===== config.mk =====
export PLATFORM = sky130hd
export DESIGN_NAME = keychain_cmd_ctrl_flat
export DESIGN_NICKNAME = d
export VERILOG_FILES = /design/src/rtl/keychain_pkg.sv /design/src/rtl/keychain_cmd_ctrl_if.sv /design/src/rtl/keychain_timeout.sv /design/src/rtl/keychain_cmd_ctrl.sv /design/src/flat_wrapper.sv
export SDC_FILE = /design/constraint.sdc
export NUM_CORES = 1
export LEC_CHECK = 0
export CAP_MARGIN = 20
export CORE_MARGIN = 2
export CORE_UTILIZATION = 55
export CTS_BUF_LIST = sky130_fd_sc_hd__clkbuf_4 sky130_fd_sc_hd__clkbuf_8 sky130_fd_sc_hd__clkbuf_16
export DETAILED_ROUTE_END_ITERATION = 10
export DONT_BUFFER_PORTS = 1
export GPL_ROUTABILITY_DRIVEN = 0
export GPL_TIMING_DRIVEN = 0
export MAX_ROUTING_LAYER = met4
export PLACE_DENSITY_LB_ADDON = 0.05
export SLEW_MARGIN = 20
export SYNTH_ARGS = -nofsm -noshare
export SYNTH_HDL_FRONTEND = slang
export SYNTH_HIERARCHICAL = 1
export SYNTH_SLANG_ARGS = --single-unit

===== constraint.sdc =====
create_clock -name clk_in -period 5.2 [get_ports clk_in]
set_clock_uncertainty 0.2 [all_clocks]
set_input_delay 1.04 -clock clk_in [delete_from_list [all_inputs] [get_ports clk_in]]
set_output_delay 1.04 -clock clk_in [all_outputs]
set_load 0.01 [all_outputs]

===== src/rtl/keychain_pkg.sv =====
// Shared constants, state encoding and small helpers for the keychain
// command sequencer. Optional feature macro: KEYCHAIN_CMD_CHECKSUM_EN.
package keychain_pkg;

    localparam logic [7:0] OP_KEY  = 8'h4B;  // 'K' load key
    localparam logic [7:0] OP_ENC  = 8'h45;  // 'E' encrypt
    localparam logic [7:0] OP_STAT = 8'h53;  // 'S' status
    localparam logic [7:0] ACK     = 8'h06;
    localparam logic [7:0] NAK     = 8'h15;

    typedef enum logic [2:0] {
        IDLE,
        RX_KEY,
        RX_MSG,
        START,
        WAIT_CORE,
        TX_RESULT,
        TX_BYTE
    } ctrl_state_t;

    // Add up to three error events to the counter without wrapping past 255.
    function automatic logic [7:0] sat_add8(input logic [7:0] a, input logic [1:0] n);
        logic [8:0] sum;
        sum = {1'b0, a} + {7'b0, n};
        return sum[8] ? 8'hFF : sum[7:0];
    endfunction

    // Error count clipped to the seven bits available in the status byte.
    function automatic logic [6:0] err_sat7(input logic [7:0] e);
        return e[7] ? 7'h7F : e[6:0];
    endfunction

endpackage


===== src/rtl/keychain_cmd_ctrl_if.sv =====
// Byte-stream and cipher-core signals of the command sequencer.
// master = the sequencer, slave = the UART engines and cipher core around it.
interface keychain_cmd_ctrl_if #(
    parameter int KEY_BYTES = 2,
    parameter int MSG_BYTES = 1
);
    logic [7:0]             rx_data_in;
    logic                   rx_valid_in;
    logic [7:0]             tx_data_out;
    logic                   tx_valid_out;
    logic                   tx_ready_in;
    logic [8*KEY_BYTES-1:0] key_out;
    logic [8*MSG_BYTES-1:0] msg_out;
    logic                   start_out;
    logic                   core_busy_in;
    logic [8*MSG_BYTES-1:0] result_in;
    logic                   result_valid_in;
    logic                   key_loaded_out;
    logic [7:0]             err_count_out;

    modport master (
        input  rx_data_in, rx_valid_in, tx_ready_in, core_busy_in, result_in, result_valid_in,
        output tx_data_out, tx_valid_out, key_out, msg_out, start_out, key_loaded_out, err_count_out
    );

    modport slave (
        output rx_data_in, rx_valid_in, tx_ready_in, core_busy_in, result_in, result_valid_in,
        input  tx_data_out, tx_valid_out, key_out, msg_out, start_out, key_loaded_out, err_count_out
    );
endinterface


===== src/rtl/keychain_timeout.sv =====
// Idle-cycle watchdog: counts enabled cycles since the last clear and
// strobes expired on the TIMEOUT_CYCLES-th one. A clear in the same cycle wins.
module keychain_timeout #(
    parameter int TIMEOUT_CYCLES = 1_000_000
) (
    input  logic clk_in,
    input  logic rst_in,
    input  logic clear,
    input  logic enable,
    output logic expired
);
    localparam int               CW   = $clog2(TIMEOUT_CYCLES + 1);
    localparam logic [CW-1:0]    LAST = CW'(TIMEOUT_CYCLES - 1);

    logic [CW-1:0] count;

    // Count idle cycles while enabled; restart on clear, disable or expiry.
    always_ff @(posedge clk_in) begin
        if (rst_in || clear || !enable || count == LAST) begin
            count <= '0;
        end else begin
            count <= count + CW'(1);
        end
    end

    assign expired = enable && !clear && (count == LAST);

endmodule


===== src/rtl/keychain_cmd_ctrl.sv =====
// Command sequencer between the UART byte engines and the keychain cipher core.
// Parses 'K'/'E'/'S' frames, loads key/message, runs the core and answers
// with result, ACK or NAK bytes.
// Optional feature macro: KEYCHAIN_CMD_CHECKSUM_EN (XOR checksum byte on
// 'K'/'E' frames and on result responses, with shadow-staged payloads).
module keychain_cmd_ctrl
    import keychain_pkg::*;
#(
    parameter int KEY_BYTES      = 2,
    parameter int MSG_BYTES      = 1,
    parameter int TIMEOUT_CYCLES = 1_000_000
) (
    input  logic                clk_in,
    input  logic                rst_in,
    keychain_cmd_ctrl_if.master bus
);
    localparam int KW        = 8 * KEY_BYTES;
    localparam int MW        = 8 * MSG_BYTES;
    localparam int MAX_BYTES = (KEY_BYTES > MSG_BYTES) ? KEY_BYTES : MSG_BYTES;
`ifdef KEYCHAIN_CMD_CHECKSUM_EN
    localparam int CNT_W     = $clog2(MAX_BYTES + 2);
    localparam int KEY_LAST  = KEY_BYTES;      // trailing checksum byte
    localparam int MSG_LAST  = MSG_BYTES;
    localparam int RES_LAST  = MSG_BYTES;      // result bytes plus checksum
`else
    localparam int CNT_W     = $clog2(MAX_BYTES + 1);
    localparam int KEY_LAST  = KEY_BYTES - 1;
    localparam int MSG_LAST  = MSG_BYTES - 1;
    localparam int RES_LAST  = MSG_BYTES - 1;
`endif

    ctrl_state_t     state;
    logic [CNT_W-1:0] cnt;
    logic [KW-1:0]   key_q;
    logic [MW-1:0]   msg_q;
    logic [MW-1:0]   res_q;
    logic [7:0]      tx_data_q;
    logic            tx_valid_q;
    logic            start_q;
    logic            key_loaded_q;
    logic [7:0]      err_q;

    logic [7:0] rx_byte;
    logic       rx;
    logic       tx_fire;
    logic       overrun;
    logic       proto_err;
    logic       frame_ok;
    logic       key_last;
    logic       msg_last;
    logic       to_clear;
    logic       to_enable;
    logic       expired;

    assign rx_byte  = bus.rx_data_in;
    assign rx       = bus.rx_valid_in;
    assign tx_fire  = tx_valid_q && bus.tx_ready_in;
    assign key_last = (cnt == CNT_W'(KEY_LAST));
    assign msg_last = (cnt == CNT_W'(MSG_LAST));
    assign overrun  = rx && (state inside {START, WAIT_CORE, TX_RESULT, TX_BYTE});

    // The watchdog only runs while waiting on the host or the core; outside
    // those states it is held clear so each timed state starts from zero.
    assign to_enable = (state inside {RX_KEY, RX_MSG, WAIT_CORE});
    assign to_clear  = rx && (state inside {RX_KEY, RX_MSG});

    keychain_timeout #(.TIMEOUT_CYCLES(TIMEOUT_CYCLES)) u_timeout (
        .clk_in  (clk_in),
        .rst_in  (rst_in),
        .clear   (to_clear),
        .enable  (to_enable),
        .expired (expired)
    );

`ifdef KEYCHAIN_CMD_CHECKSUM_EN
    logic [KW-1:0] key_sh;
    logic [MW-1:0] msg_sh;
    logic [7:0]    csum;
    logic [7:0]    res_csum;
    logic [7:0]    result_xor;

    assign frame_ok = (csum == rx_byte);

    // XOR of all result bytes, appended after the result on the TX side.
    always_comb begin
        result_xor = 8'h00;
        for (int i = 0; i < MSG_BYTES; i++) begin
            result_xor = result_xor ^ bus.result_in[8*i +: 8];
        end
    end
`else
    assign frame_ok = 1'b1;
`endif

    // Single-cycle protocol errors detected by the current state.
    // NOTE: every always_comb output gets a default first so no latch is inferred.
    always_comb begin
        proto_err = 1'b0;
        case (state)
            IDLE:      proto_err = rx && !(rx_byte inside {OP_KEY, OP_ENC, OP_STAT});
            RX_KEY:    proto_err = rx ? (key_last && !frame_ok) : expired;
            RX_MSG:    proto_err = rx ? (msg_last && (!frame_ok || !key_loaded_q)) : expired;
            WAIT_CORE: proto_err = !bus.result_valid_in && expired;
            default:   proto_err = 1'b0;
        endcase
    end

    // Sequencer FSM with registered outputs and saturating error counter.
    // NOTE: state registers use non-blocking assignments so every branch sees pre-edge values.
    always_ff @(posedge clk_in) begin
        if (rst_in) begin
            state        <= IDLE;
            cnt          <= '0;
            key_q        <= '0;
            msg_q        <= '0;
            res_q        <= '0;
            tx_data_q    <= '0;
            tx_valid_q   <= 1'b0;
            start_q      <= 1'b0;
            key_loaded_q <= 1'b0;
            err_q        <= '0;
`ifdef KEYCHAIN_CMD_CHECKSUM_EN
            key_sh       <= '0;
            msg_sh       <= '0;
            csum         <= '0;
            res_csum     <= '0;
`endif
        end else begin
            err_q   <= sat_add8(err_q, {1'b0, overrun} + {1'b0, proto_err});
            start_q <= 1'b0;  // pulse unless START re-arms it below

            case (state)
                IDLE: begin
                    if (rx) begin
                        cnt <= '0;
`ifdef KEYCHAIN_CMD_CHECKSUM_EN
                        csum <= rx_byte;
`endif
                        case (rx_byte)
                            OP_KEY:  state <= RX_KEY;
                            OP_ENC:  state <= RX_MSG;
                            OP_STAT: begin
                                tx_data_q  <= {key_loaded_q, err_sat7(err_q)};
                                tx_valid_q <= 1'b1;
                                state      <= TX_BYTE;
                            end
                            default: begin
                                tx_data_q  <= NAK;
                                tx_valid_q <= 1'b1;
                                state      <= TX_BYTE;
                            end
                        endcase
                    end
                end

                RX_KEY: begin
                    if (rx) begin
                        cnt <= cnt + CNT_W'(1);
`ifdef KEYCHAIN_CMD_CHECKSUM_EN
                        csum <= csum ^ rx_byte;
                        if (!key_last) key_sh[8*(KEY_BYTES-1-int'(cnt)) +: 8] <= rx_byte;
`else
                        key_q[8*(KEY_BYTES-1-int'(cnt)) +: 8] <= rx_byte;
`endif
                        if (key_last) begin
                            tx_valid_q <= 1'b1;
                            state      <= TX_BYTE;
                            if (frame_ok) begin
                                key_loaded_q <= 1'b1;
                                tx_data_q    <= ACK;
`ifdef KEYCHAIN_CMD_CHECKSUM_EN
                                key_q        <= key_sh;
`endif
                            end else begin
                                tx_data_q <= NAK;
                            end
                        end
                    end else if (expired) begin
                        state <= IDLE;
                    end
                end

                RX_MSG: begin
                    if (rx) begin
                        cnt <= cnt + CNT_W'(1);
`ifdef KEYCHAIN_CMD_CHECKSUM_EN
                        csum <= csum ^ rx_byte;
                        if (!msg_last) msg_sh[8*(MSG_BYTES-1-int'(cnt)) +: 8] <= rx_byte;
`else
                        msg_q[8*(MSG_BYTES-1-int'(cnt)) +: 8] <= rx_byte;
`endif
                        if (msg_last) begin
                            if (frame_ok && key_loaded_q) begin
`ifdef KEYCHAIN_CMD_CHECKSUM_EN
                                msg_q   <= msg_sh;
`endif
                                start_q <= !bus.core_busy_in;
                                state   <= START;
                            end else begin
                                tx_data_q  <= NAK;
                                tx_valid_q <= 1'b1;
                                state      <= TX_BYTE;
                            end
                        end
                    end else if (expired) begin
                        state <= IDLE;
                    end
                end

                START: begin
                    if (start_q) begin
                        state <= WAIT_CORE;
                    end else if (!bus.core_busy_in) begin
                        start_q <= 1'b1;
                    end
                end

                WAIT_CORE: begin
                    if (bus.result_valid_in) begin
                        tx_data_q  <= bus.result_in[MW-1 -: 8];
                        res_q      <= bus.result_in << 8;
                        tx_valid_q <= 1'b1;
                        cnt        <= '0;
`ifdef KEYCHAIN_CMD_CHECKSUM_EN
                        res_csum   <= result_xor;
`endif
                        state      <= TX_RESULT;
                    end else if (expired) begin
                        tx_data_q  <= NAK;
                        tx_valid_q <= 1'b1;
                        state      <= TX_BYTE;
                    end
                end

                TX_RESULT: begin
                    if (tx_fire) begin
                        if (cnt == CNT_W'(RES_LAST)) begin
                            tx_valid_q <= 1'b0;
                            state      <= IDLE;
                        end else begin
                            cnt   <= cnt + CNT_W'(1);
                            res_q <= res_q << 8;
`ifdef KEYCHAIN_CMD_CHECKSUM_EN
                            tx_data_q <= (cnt == CNT_W'(MSG_BYTES - 1)) ? res_csum : res_q[MW-1 -: 8];
`else
                            tx_data_q <= res_q[MW-1 -: 8];
`endif
                        end
                    end
                end

                TX_BYTE: begin
                    if (tx_fire) begin
                        tx_valid_q <= 1'b0;
                        state      <= IDLE;
                    end
                end

                default: state <= IDLE;
            endcase
        end
    end

    assign bus.tx_data_out    = tx_data_q;
    assign bus.tx_valid_out   = tx_valid_q;
    assign bus.key_out        = key_q;
    assign bus.msg_out        = msg_q;
    assign bus.start_out      = start_q;
    assign bus.key_loaded_out = key_loaded_q;
    assign bus.err_count_out  = err_q;

endmodule


===== src/flat_wrapper.sv =====
// flat-port wrapper written by rule: the top's interface ports become plain ports
module keychain_cmd_ctrl_flat import keychain_pkg::*;
#(
    parameter int KEY_BYTES      = 2,
    parameter int MSG_BYTES      = 1,
    parameter int TIMEOUT_CYCLES = 1_000_000
)
  (clk_in, rst_in, bus_rx_data_in, bus_rx_valid_in, bus_tx_ready_in, bus_core_busy_in, bus_result_in, bus_result_valid_in, bus_tx_data_out, bus_tx_valid_out, bus_key_out, bus_msg_out, bus_start_out, bus_key_loaded_out, bus_err_count_out);
  keychain_cmd_ctrl_if #(.KEY_BYTES(KEY_BYTES), .MSG_BYTES(MSG_BYTES)) bus_i ();
  input  logic clk_in;
  input  logic rst_in;
  input wire logic [$bits(bus_i.rx_data_in)-1:0] bus_rx_data_in;
  input wire logic [$bits(bus_i.rx_valid_in)-1:0] bus_rx_valid_in;
  input wire logic [$bits(bus_i.tx_ready_in)-1:0] bus_tx_ready_in;
  input wire logic [$bits(bus_i.core_busy_in)-1:0] bus_core_busy_in;
  input wire logic [$bits(bus_i.result_in)-1:0] bus_result_in;
  input wire logic [$bits(bus_i.result_valid_in)-1:0] bus_result_valid_in;
  output wire logic [$bits(bus_i.tx_data_out)-1:0] bus_tx_data_out;
  output wire logic [$bits(bus_i.tx_valid_out)-1:0] bus_tx_valid_out;
  output wire logic [$bits(bus_i.key_out)-1:0] bus_key_out;
  output wire logic [$bits(bus_i.msg_out)-1:0] bus_msg_out;
  output wire logic [$bits(bus_i.start_out)-1:0] bus_start_out;
  output wire logic [$bits(bus_i.key_loaded_out)-1:0] bus_key_loaded_out;
  output wire logic [$bits(bus_i.err_count_out)-1:0] bus_err_count_out;
  assign bus_i.rx_data_in = bus_rx_data_in;
  assign bus_i.rx_valid_in = bus_rx_valid_in;
  assign bus_i.tx_ready_in = bus_tx_ready_in;
  assign bus_i.core_busy_in = bus_core_busy_in;
  assign bus_i.result_in = bus_result_in;
  assign bus_i.result_valid_in = bus_result_valid_in;
  assign bus_tx_data_out = bus_i.tx_data_out;
  assign bus_tx_valid_out = bus_i.tx_valid_out;
  assign bus_key_out = bus_i.key_out;
  assign bus_msg_out = bus_i.msg_out;
  assign bus_start_out = bus_i.start_out;
  assign bus_key_loaded_out = bus_i.key_loaded_out;
  assign bus_err_count_out = bus_i.err_count_out;
  keychain_cmd_ctrl #(.KEY_BYTES(KEY_BYTES), .MSG_BYTES(MSG_BYTES), .TIMEOUT_CYCLES(TIMEOUT_CYCLES)) u_core (.clk_in(clk_in), .rst_in(rst_in), .bus(bus_i));
endmodule

==> results of run 1 <==
==> sequential cells by signal, summed over array words and instances, names as in the netlist <==
| register | cells |
|---|---|
| u_core/u_timeout/count | 20 |
| u_core/bus.key_out | 16 |
| u_core/bus.err_count_out | 8 |
| u_core/bus.msg_out | 8 |
| u_core/bus.tx_data_out | 8 |
| u_core/state | 3 |
| u_core/cnt | 2 |
| u_core/bus.key_loaded_out | 1 |
| u_core/bus.start_out | 1 |
| u_core/bus.tx_valid_out | 1 |
==> worst max-delay path by stage <==
stage	start	to	slack (ps)	cells after the start
global placement	u_core/u_timeout/count[11]	u_core/bus.err_count_out[1]	1530	12
detailed placement	u_core/u_timeout/count[15]	u_core/bus.err_count_out[1]	1520	12
CTS	u_core/u_timeout/count[15]	u_core/bus.err_count_out[1]	1500	12
global route	u_core/u_timeout/count[0]	u_core/bus.err_count_out[2]	1210	13
finish	u_core/u_timeout/count[15]	u_core/bus.err_count_out[1]	1470	12
floorplan	u_core/u_timeout/count[11]	u_core/bus.err_count_out[0]	1980	12
==> worst max-delay path, delay by kind of cell (launching register included) <==
kind,cells,cell delay [ps]
flops,1,330
compound gates,3,440
buf+inv,1,130
simple gates,6,2090
fa+ha+maj,2,460
==> metal layers <==
layer  vias to the layer above  routed length (um)  GRT usage (%)
met5                         -                   0              -
met3                        15                 665          5.703
met4                         0                 167          8.944
met2                       122                4271          41.70
met1                      1528                3886          32.62
li1                       1613                   -              -
==> cell families (layout without fill, tap and decap cells) <==
group | count (synthesis) | count (layout) | synth area share, %
simple gates | 198 | 198 | 29.69
mux | 4 | 4 | 1.128
flops | 68 | 68 | 38.36
compound gates | 104 | 104 | 19.01
fa+ha+maj | 6 | 6 | 2.327
buf+inv | 41 | 57 | 5.782
xor+xnor | 15 | 15 | 3.703
==> power groups by stage <==
stage	sequential (mW)	clock, mW	combinational (mW)
2_1_floorplan	0.658	0	0.559
3_3_place_gp	0.674	0	0.692
3_5_place_dp	0.675	0	0.697
4_1_cts	0.663	0.403	0.700
5_1_grt	0.672	0.423	0.788
6_report	0.662	0.395	0.709
==> area by class of cell <==
cell class | count | area, um2 | share of cell area, %
Tap cell | 77 | 96.34 | 2.522
Buffer | 29 | 160.2 | 4.193
Sequential cell | 68 | 1361 | 35.64
Inverter | 12 | 45.04 | 1.179
Clock buffer | 9 | 123.9 | 3.243
Multi-Input combinational cell | 327 | 1982 | 51.88
Clock inverter | 7 | 51.30 | 1.343
==> stage by stage <==
step                      hold WS (ps)  cells  worst slack [ps]
final                            289.1    529              1471
after CTS                        290.0    529              1495
after floorplan                  237.5    436              1983
after global placement           259.7    513              1533
after detailed placement         272.8    513              1517
after global routing             297.6    529              1210
==> placed cells by master (no fill, tap or decap), types with 3 or more instances in the layout <==
cell type and instances:
a2111oi_0 5, a21oi_1 53, a311oi_1 3, a31oi_1 5, and2_1 3, and3_1 6
and4_1 3, buf_2 11, buf_6 4, clkbuf_1 12, clkbuf_8 9, dfxtp_1 68
ha_1 5, inv_1 12, mux2i_1 4, nand2_1 42, nand2b_1 7, nand3_1 27
nand4_1 16, nand4bb_1 3, nor2_1 39, nor2b_1 6, nor3_1 13, nor4_1 6
o21ai_0 11, o22ai_1 4, o31ai_1 4, or3_1 4, or3_2 3, or4_1 3
or4_4 3, xnor2_1 8, xor2_1 7
==> flow_metrics.tcl, run 1 <==
set metrics [dict create \
    portBuffers 0 \
    pwr-share-seq_pct 37.5 \
    timing.hold.worst_endpoint "u_core/u_timeout/count[0]" \
    final_hold_viol_count 0 \
    place_hpwl_um 6526 \
    switching_share_pct 41.85 \
    ctsHtreeMaxLevel 3 \
    net-switching-power_mw 0.7388 \
    drt-pass1-iter-count 6 \
    grt_max_degree 14 \
    post-cts-setup-buffers 0 \
    post-synth-top-count-cell "dfxtp_1" \
    grt_usage_pct 26.05 \
    design_power_total_mw 1.765 \
    path_class "reg2reg" \
    number_of_global_route_vias_before_repair 2976 \
    setup_slack_reg_to_reg_ps 1470 \
    synth_edf_count 0 \
    clock_tree_from_tritoncts "yes" \
    cts_made_buffers 9 \
    min_period_over_period_pct 71.72 \
    worst-path-max-fanout 6 \
    synth_commonest_cells "dfxtp_1 (68), a21oi_1 (53), nand2_1 (42)" \
    placed_cell_area_um2 3645 \
    detail_route.vias_per_cell 6.197 \
    die_y_um 84.32 \
    grt.overflow.total 0 \
    internal_mw 1.026 \
    fmax_mhz 268.2 \
    ys_dominant_reg_cell "dfxtp_1" \
    crit_top_cell "nand4_1" \
    grt_setup_unrepaired "false" \
    fill_cells 589 \
    yosysWarnings 6 \
    maxCapViolCount 0 \
    syn_avg_cell_area_um2 8.139 \
    worst_hold_path_type "reg2reg" \
    data_arrival_time_at_the_worst_slack_endpoint_ps 3800 \
    cts_hold_repair.buffers 0 \
    finalCoreUtilization_pct 60.85 \
    synthesis.instances 436 \
    p_clk_share_pct 22.4 \
    ys_ff_latch 68 \
    cts_repair_resize_count 0 \
    crit-reg2reg-launch "u_core/u_timeout/count[15]" \
    max_slew.worst_pin.slew_ps 613.4 \
    cpMaxStageDelayCell "or4b_1" \
    worst_ep_required_time_ps 5270 \
    cts.sinks 68 \
    synthArstFlopShare_pct 0 \
    whs_path_depth 1 \
    final_area_um2 3820 \
    core.rowCount 29 \
    setup-tns-final_ps 0 \
    share_of_post_route_cells_with_drive_strength_above_1_pct 11.06 \
    critPathMaxStageDelay_ps 520 \
    cts.clk_slew.worst_paths_ps 70 \
    routed-via-count 3278 \
    fp.dieArea_um2 7110 \
    r2r_end "u_core/bus.err_count_out[1]" \
    drtIter0Drc 241 \
    power.share.combinational_pct 40.1 \
    end_kind "register" \
    cellPowerDensity_nw_per_um2 462.1 \
    max-vdd-ir-drop_uv 271.4 \
    startpoint_class "register" \
    worst_r2r_path_depth 12 \
    worst_skew_pair.late_latency_ps 340 \
    cts_buffer_depth 2 \
    synth_area_leaders "dfxtp_1 (38%), a21oi_1 (7.5%), nand2_1 (4.4%)" \
    grt_pass1_wl_um 14600 \
    timing.hold.worst.start "u_core/u_timeout/count[0]" \
    num-nets-final 475 \
    max_slew_margin_pct 59.11 \
    ant_nets 0 \
    num_antenna_cells 0 \
    yosysSeqAreaShare_pct 38.36 \
    start_util_pct 56.53 \
    yosysUniqueCellTypes 62 \
    p_leak_nw 1.259 \
    synth_area_leader_cell "dfxtp_1" \
    mappedNetlistNets 464 \
    setup-violations-final 0 \
    timing.final.crit_period_ps 3729 \
    timing.critical_path.cells "or4b_1, or4_4, or2_0, nor2_1, a22oi_1, o31ai_1, fa_1, ha_1, nand4_1, inv_1, nand4_1, a21oi_1" \
    synth_top_cell_area_share_pct 38.36 \
    core_region_area_um2 6277 \
    drcViolationCount 0 \
    route.detailed.wl_per_inst_um 17.00 \
    chipWidth_um 84.32 \
    syn-cell-area_um2 3548 \
    number_of_antenna_violations_at_the_first_check_in_global_routing 0 \
    area_growth_syn_to_layout_pct 7.652 \
    routed_wl_um 8991 \
    run_status "finished, final reports clean" \
    cts_root_buf "clkbuf_8" \
    io_pins 65 \
    drv_slew 0 \
]
(Power assumes the default switching activity.)
==> run 2: changes to the inputs <==
==> constraint.sdc (replaced) <==
create_clock -name clk_in -period 3.45 [get_ports clk_in]
set_clock_uncertainty 0.2 [all_clocks]
set_input_delay 0.69 -clock clk_in [delete_from_list [all_inputs] [get_ports clk_in]]
set_output_delay 0.69 -clock clk_in [all_outputs]
set_load 0.01 [all_outputs]
==> run 2 against run 1 <==
Effect of this change: total power is 55% higher; first-iteration DRC count fell by 7.9%; core utilization up 1.6 points; largest cell class unchanged; highest routed layer unchanged.
==> flow_metrics.tcl, run 2 (synthesized netlist as in run 1, its figures left out) <==
set metrics [dict create \
    run_status "finished, final reports clean" \
    ctsHtreeMaxLevel 3 \
    max-vdd-ir-drop_uv 400.2 \
    final_hold_viol_count 0 \
    start_util_pct 56.53 \
    number_of_antenna_violations_at_the_first_check_in_global_routing 0 \
    cts.sinks 68 \
    area_growth_syn_to_layout_pct 10.47 \
    data_arrival_time_at_the_worst_slack_endpoint_ps 3400 \
    routed_wl_um 9227 \
    number_of_global_route_vias_before_repair 2998 \
    path_class "reg2reg" \
    routed-via-count 3347 \
    fmax_mhz 300.5 \
    core_region_area_um2 6277 \
    grt_setup_unrepaired "false" \
    worst-path-max-fanout 6 \
    share_of_post_route_cells_with_drive_strength_above_1_pct 14.69 \
    fp.dieArea_um2 7110 \
    cts_made_buffers 9 \
    net-switching-power_mw 1.150 \
    setup-tns-final_ps 0 \
    ant_nets 0 \
    timing.critical_path.cells "or4b_1, or4_4, or2_4, nor2_4, a22oi_1, o31ai_1, fa_2, ha_4, nand4_1, inv_1, nand4_1, buf_6, a21oi_1" \
    max_slew_margin_pct 58.94 \
    drcViolationCount 0 \
    startpoint_class "register" \
    crit_buf_inv 2 \
    cts_hold_repair.buffers 0 \
    maxCapViolCount 0 \
    io_pins 65 \
    portBuffers 0 \
    cellPowerDensity_nw_per_um2 699.9 \
    timing.final.crit_period_ps 3328 \
    cts_buffer_depth 2 \
    core.rowCount 29 \
    min_period_over_period_pct 96.47 \
    end_kind "register" \
    critPathMaxStageDelay_ps 520 \
    pwr-share-seq_pct 36.5 \
    detail_route.vias_per_cell 6.280 \
    crit_top_cell "nand4_1" \
    chipWidth_um 84.32 \
    route.detailed.wl_per_inst_um 17.31 \
    cp_top_family "simple AND/OR/NAND/NOR gates" \
    largest-register "u_core/u_timeout/count" \
    power.share.combinational_pct 41.8 \
    internal_mw 1.593 \
    p_leak_nw 1.290 \
    setup-violations-final 0 \
    layout.cells.most_common_list "dfxtp_1 (67), a21oi_1 (52), nand2_1 (42)" \
    largest_register_ffs 20 \
    p_clk_share_pct 21.7 \
    cts.clk_slew.worst_paths_ps 80 \
    num_antenna_cells 0 \
    worst_hold_path_type "in2reg" \
    clock_tree_from_tritoncts "yes" \
    grt_max_degree 14 \
    finalCoreUtilization_pct 62.45 \
    drv_slew 0 \
    cpMaxStageDelayCell "or4b_1" \
    grt_usage_pct 26.26 \
    grt.overflow.total 0 \
    max_slew.worst_pin.slew_ps 615.9 \
    drtIter0Drc 222 \
    drt-pass1-iter-count 5 \
    worst_skew_pair.late_latency_ps 350 \
    switching_share_pct 41.92 \
    fill_cells 572 \
    cts_root_buf "clkbuf_8" \
    num-nets-final 479 \
    final_common_cell "dfxtp_1" \
    worst_ep_required_time_ps 3520 \
    die_y_um 84.32 \
    place_hpwl_um 6526 \
    grt_pass1_wl_um 14700 \
]
==> run 2: cell count changes in the layout (fill, tap and decap cells not counted), moves of 2 or more <==
cell and change:
a2111oi_0 -3, a2111oi_2 +3, buf_4 +3, ha_1 -2
==> run 2: worst paths after layout <==
path              cells past startpoint                       start  slack (ps)                          end
setup / recovery                     13  u_core/u_timeout/count[15]         120  u_core/bus.err_count_out[1]
hold / removal                        2           bus_rx_data_in[0]         280        u_core/bus.key_out[8]
hold reg to reg                       1   u_core/u_timeout/count[0]         290    u_core/u_timeout/count[0]
setup reg to reg                     13  u_core/u_timeout/count[15]         120  u_core/bus.err_count_out[1]
==> run 2: metal layers <==
layer,up-vias,track usage (%),part of all wire [%]
met5,-,-,0
met4,0,8.944,1.8
met3,14,5.703,8.0
met2,138,42.21,48
met1,1576,32.80,42
li1,1619,-,-
==> run 2: power groups by stage <==
| stage | Combinational (mW) | Clock, mW | Sequential, mW |
|---|---|---|---|
| finish | 1.15 | 0.596 | 1.00 |
| global route | 1.26 | 0.637 | 1.02 |
| CTS | 1.07 | 0.607 | 1.00 |
| detailed placement | 1.05 | 0 | 1.02 |
| global placement | 1.04 | 0 | 1.02 |
| floorplan | 0.843 | 0 | 0.991 |
==> run 2: layout make-up <==
cell class / count / area (um2) / area share, %
inverters: 12 / 45.04 / 1.149
flip-flops and latches: 68 / 1363 / 34.76
plain buffers: 29 / 163.9 / 4.181
well taps: 77 / 96.34 / 2.458
clock inverters: 7 / 51.30 / 1.309
multi-input cells: 327 / 2043 / 52.12
repair buffers: 4 / 33.78 / 0.8618
clock buffers: 9 / 123.9 / 3.160
==> run 2: what timing repair did <==
item                                    4_1_cts  5_1_grt
hold endpoints to repair                      0        0
gates resized for setup                       5       17
setup buffers                                 2        2
pin swaps                                     4        3
endpoints found under the setup margin       13       13
==> run 2: worst register-to-register path: cells and delay by family, from the launching register on <==
family | cells | cell delay, ps
compound gates | 3 | 330
fa+ha+maj | 2 | 450
buf+inv | 2 | 290
simple gates | 6 | 1670
flops | 1 | 330
==> run 2: stage by stage <==
step           total power [mW]  area (um2)  instances  setup WS, ps  hold WS, ps
5_1_grt                   2.917        3920        533         14.57        277.0
6_report                  2.744        3920        533         121.9        283.6
4_1_cts                   2.675        3852        531         2.808        268.8
3_3_place_gp              2.059        3645        513        -217.5        259.7
3_5_place_dp              2.069        3645        513        -233.3        272.8
2_1_floorplan             1.834        3548        436         233.3        237.5
==> run 3: changes to the inputs <==
--- a/config.mk
+++ b/config.mk
@@ -7,7 +7,7 @@
 export LEC_CHECK = 0
 export CAP_MARGIN = 20
 export CORE_MARGIN = 2
-export CORE_UTILIZATION = 55
+export CORE_UTILIZATION = 63
 export CTS_BUF_LIST = sky130_fd_sc_hd__clkbuf_4 sky130_fd_sc_hd__clkbuf_8 sky130_fd_sc_hd__clkbuf_16
 export DETAILED_ROUTE_END_ITERATION = 10
 export DONT_BUFFER_PORTS = 1
==> run 3 against run 2 <==
Effect of this change: non-clock buffer count up 1; critical path depth unchanged; cell area up 1.9%; hold slack worse by 3.4 ps; sequential share of layout area fell by 0.57 points; count of clock-buffer cells in the layout grew 1.
==> flow_metrics.tcl, run 3 (synthesized netlist as in run 1, its figures left out) <==
set metrics [dict create \
    setup_slack_reg_to_reg_ps 170 \
    place_hpwl_um 6443 \
    cpMaxStageDelayCell "or4b_1" \
    number_of_global_route_vias_before_repair 3073 \
    critPathMaxStageDelay_ps 520 \
    routed_wl_um 9470 \
    worst-path-max-fanout 5 \
    whs_path_depth 2 \
    number_of_antenna_violations_at_the_first_check_in_global_routing 0 \
    final_hold_viol_count 0 \
    cts_made_buffers 9 \
    grt.overflow.total 0 \
    min_period_over_period_pct 95.04 \
    p_leak_nw 1.328 \
    design_power_total_mw 2.967 \
    worst_skew_pair.late_latency_ps 350 \
    drv_slew 0 \
    grt_setup_unrepaired "false" \
    drtIter0Drc 454 \
    data_arrival_time_at_the_worst_slack_endpoint_ps 3350 \
    placed_cell_area_um2 3638 \
    cp_top_family "simple AND/OR/NAND/NOR gates" \
    run_status "finished, final reports clean" \
    crit_top_cell "nand4_1" \
    area_growth_syn_to_layout_pct 12.52 \
    chipWidth_um 79.05 \
    timing.hold.worst.start "bus_rx_data_in[1]" \
    setup-violations-final 0 \
    cts_root_buf "clkbuf_8" \
    io_pins 65 \
    drcViolationCount 0 \
    finalNonFillerCells 529 \
    setup-tns-final_ps 0 \
    route.detailed.wl_per_inst_um 17.90 \
    crit_buf_inv 2 \
    die_y_um 79.05 \
    max_slew.worst_pin.slew_ps 650.3 \
    worst_ep_required_time_ps 3520 \
    share_of_post_route_cells_with_drive_strength_above_1_pct 14.88 \
    worst_hold_path_type "in2reg" \
    grt_max_degree 13 \
    ctsHtreeMaxLevel 3 \
    fp.dieArea_um2 6249 \
    drt-pass1-iter-count 5 \
    timing.critical_path.cells "or4b_1, or4_4, or2_4, nor2_4, a22oi_2, o31ai_2, fa_2, ha_4, nand4_1, inv_1, nand4_1, buf_4, a21oi_1" \
    ant_nets 0 \
    routed-via-count 3429 \
    fill_cells 447 \
    grt_pass1_wl_um 14770 \
    dp.cells 508 \
    r2r_end "u_core/bus.err_count_out[1]" \
    max_slew_margin_pct 56.64 \
    final_common_cell "dfxtp_1" \
    detail_route.vias_per_cell 6.482 \
    core.rowCount 27 \
    layout.cells.most_common_list "dfxtp_1 (65), a21oi_1 (53), nand2_1 (42)" \
    worst_r2r_path_depth 13 \
    crit-reg2reg-launch "u_core/u_timeout/count[15]" \
    num-nets-final 480 \
    largest_register_ffs 20 \
    fmax_mhz 305.0 \
    start_util_pct 64.84 \
    num_antenna_cells 0 \
    cellPowerDensity_nw_per_um2 743.2 \
    clock_tree_from_tritoncts "yes" \
    final.hold.worst_slack_ps 280.2 \
    cts.clk_slew.worst_paths_ps 80 \
    largest-register "u_core/u_timeout/count" \
    timing.hold.worst_endpoint "u_core/bus.key_out[9]" \
    portBuffers 0 \
    cts_buffer_depth 2 \
    core_region_area_um2 5473 \
    grt_usage_pct 31.12 \
    final_area_um2 3993 \
    maxCapViolCount 0 \
    max-vdd-ir-drop_uv 427.6 \
    end_kind "register" \
    path_class "reg2reg" \
    cts_hold_repair.buffers 0 \
    timing.final.crit_period_ps 3279 \
    startpoint_class "register" \
    cts.sinks 68 \
]
[run 3: changes by cell type in the layout (fill, tap and decap cells not counted), sizes merged]
cell / change
buf: +1
clkinv: -1
clkbuf: +1
bufinv: +3
clkinvlp: -1
inv: -2
[run 3: per-layer routing]
metal / wire length, um / global-route usage, % / share of wire, % / vias up
met2: 4585 / 49.15 / 48 / 186
met4: 222 / 13.45 / 2.3 / 0
met3: 801 / 6.705 / 8.5 / 26
met1: 3860 / 38.67 / 41 / 1604
met5: 0 / - / 0 / -
li1: - / - / - / 1613
[run 3: worst max path at each step]
stage | from | to | slack [ps] | depth (start not counted)
2_1_floorplan | u_core/u_timeout/count[11] | u_core/bus.err_count_out[0] | 230 | 12
3_5_place_dp | u_core/u_timeout/count[11] | u_core/bus.err_count_out[0] | -270 | 12
3_3_place_gp | u_core/u_timeout/count[11] | u_core/bus.err_count_out[0] | -200 | 12
5_1_grt | u_core/u_timeout/count[1] | u_core/bus.err_count_out[1] | 10 | 14
4_1_cts | u_core/u_timeout/count[11] | u_core/bus.tx_data_out[3] | 0.08 | 10
6_report | u_core/u_timeout/count[15] | u_core/bus.err_count_out[1] | 170 | 13
[run 3: worst reg2reg max path: stages (launching register included)]
cell and delay, ps:
dfxtp_1 330, or4b_1 520, or4_4 460, or2_4 280, nor2_4 110, a22oi_2 90, o31ai_2 100, fa_2 280
ha_4 150, nand4_1 140, inv_1 110, nand4_1 120, buf_4 200, a21oi_1 130
[run 3: layout make-up]
cell class	count	area, um2	share of cell area [%]
inverter	12	45.04	1.128
clock buffer	10	137.6	3.447
tap	72	90.09	2.256
buffer	29	163.9	4.105
sequential	68	1365	34.19
multi-input combinational	327	2042	51.14
clock inverter	6	111.4	2.789
timing repair buffer	5	37.54	0.9401
[run 3: what timing repair did]
| action | 4_1_cts | 5_1_grt |
|---|---|---|
| pin swaps | 1 | 3 |
| endpoints found under the setup margin | 12 | 14 |
| setup buffers | 5 | 0 |
| resized for setup | 3 | 17 |
[run 3: report_power, final]
| group | switching [mW] | total [mW] | internal, mW |
|---|---|---|---|
| logic | 0.716 | 1.14 | 0.426 |
| registers | 0.125 | 1.01 | 0.883 |
| clock network | 0.317 | 0.817 | 0.500 |
[run 3: metrics by stage]
stage / util [%] / setup WS (ps)
detailed placement: 66.48 / -274.7
finish: 72.95 / 171.2
global route: 72.95 / 10.31
floorplan: - / 233.3
global placement: 66.48 / -204.8
CTS: 71.83 / 0.08193
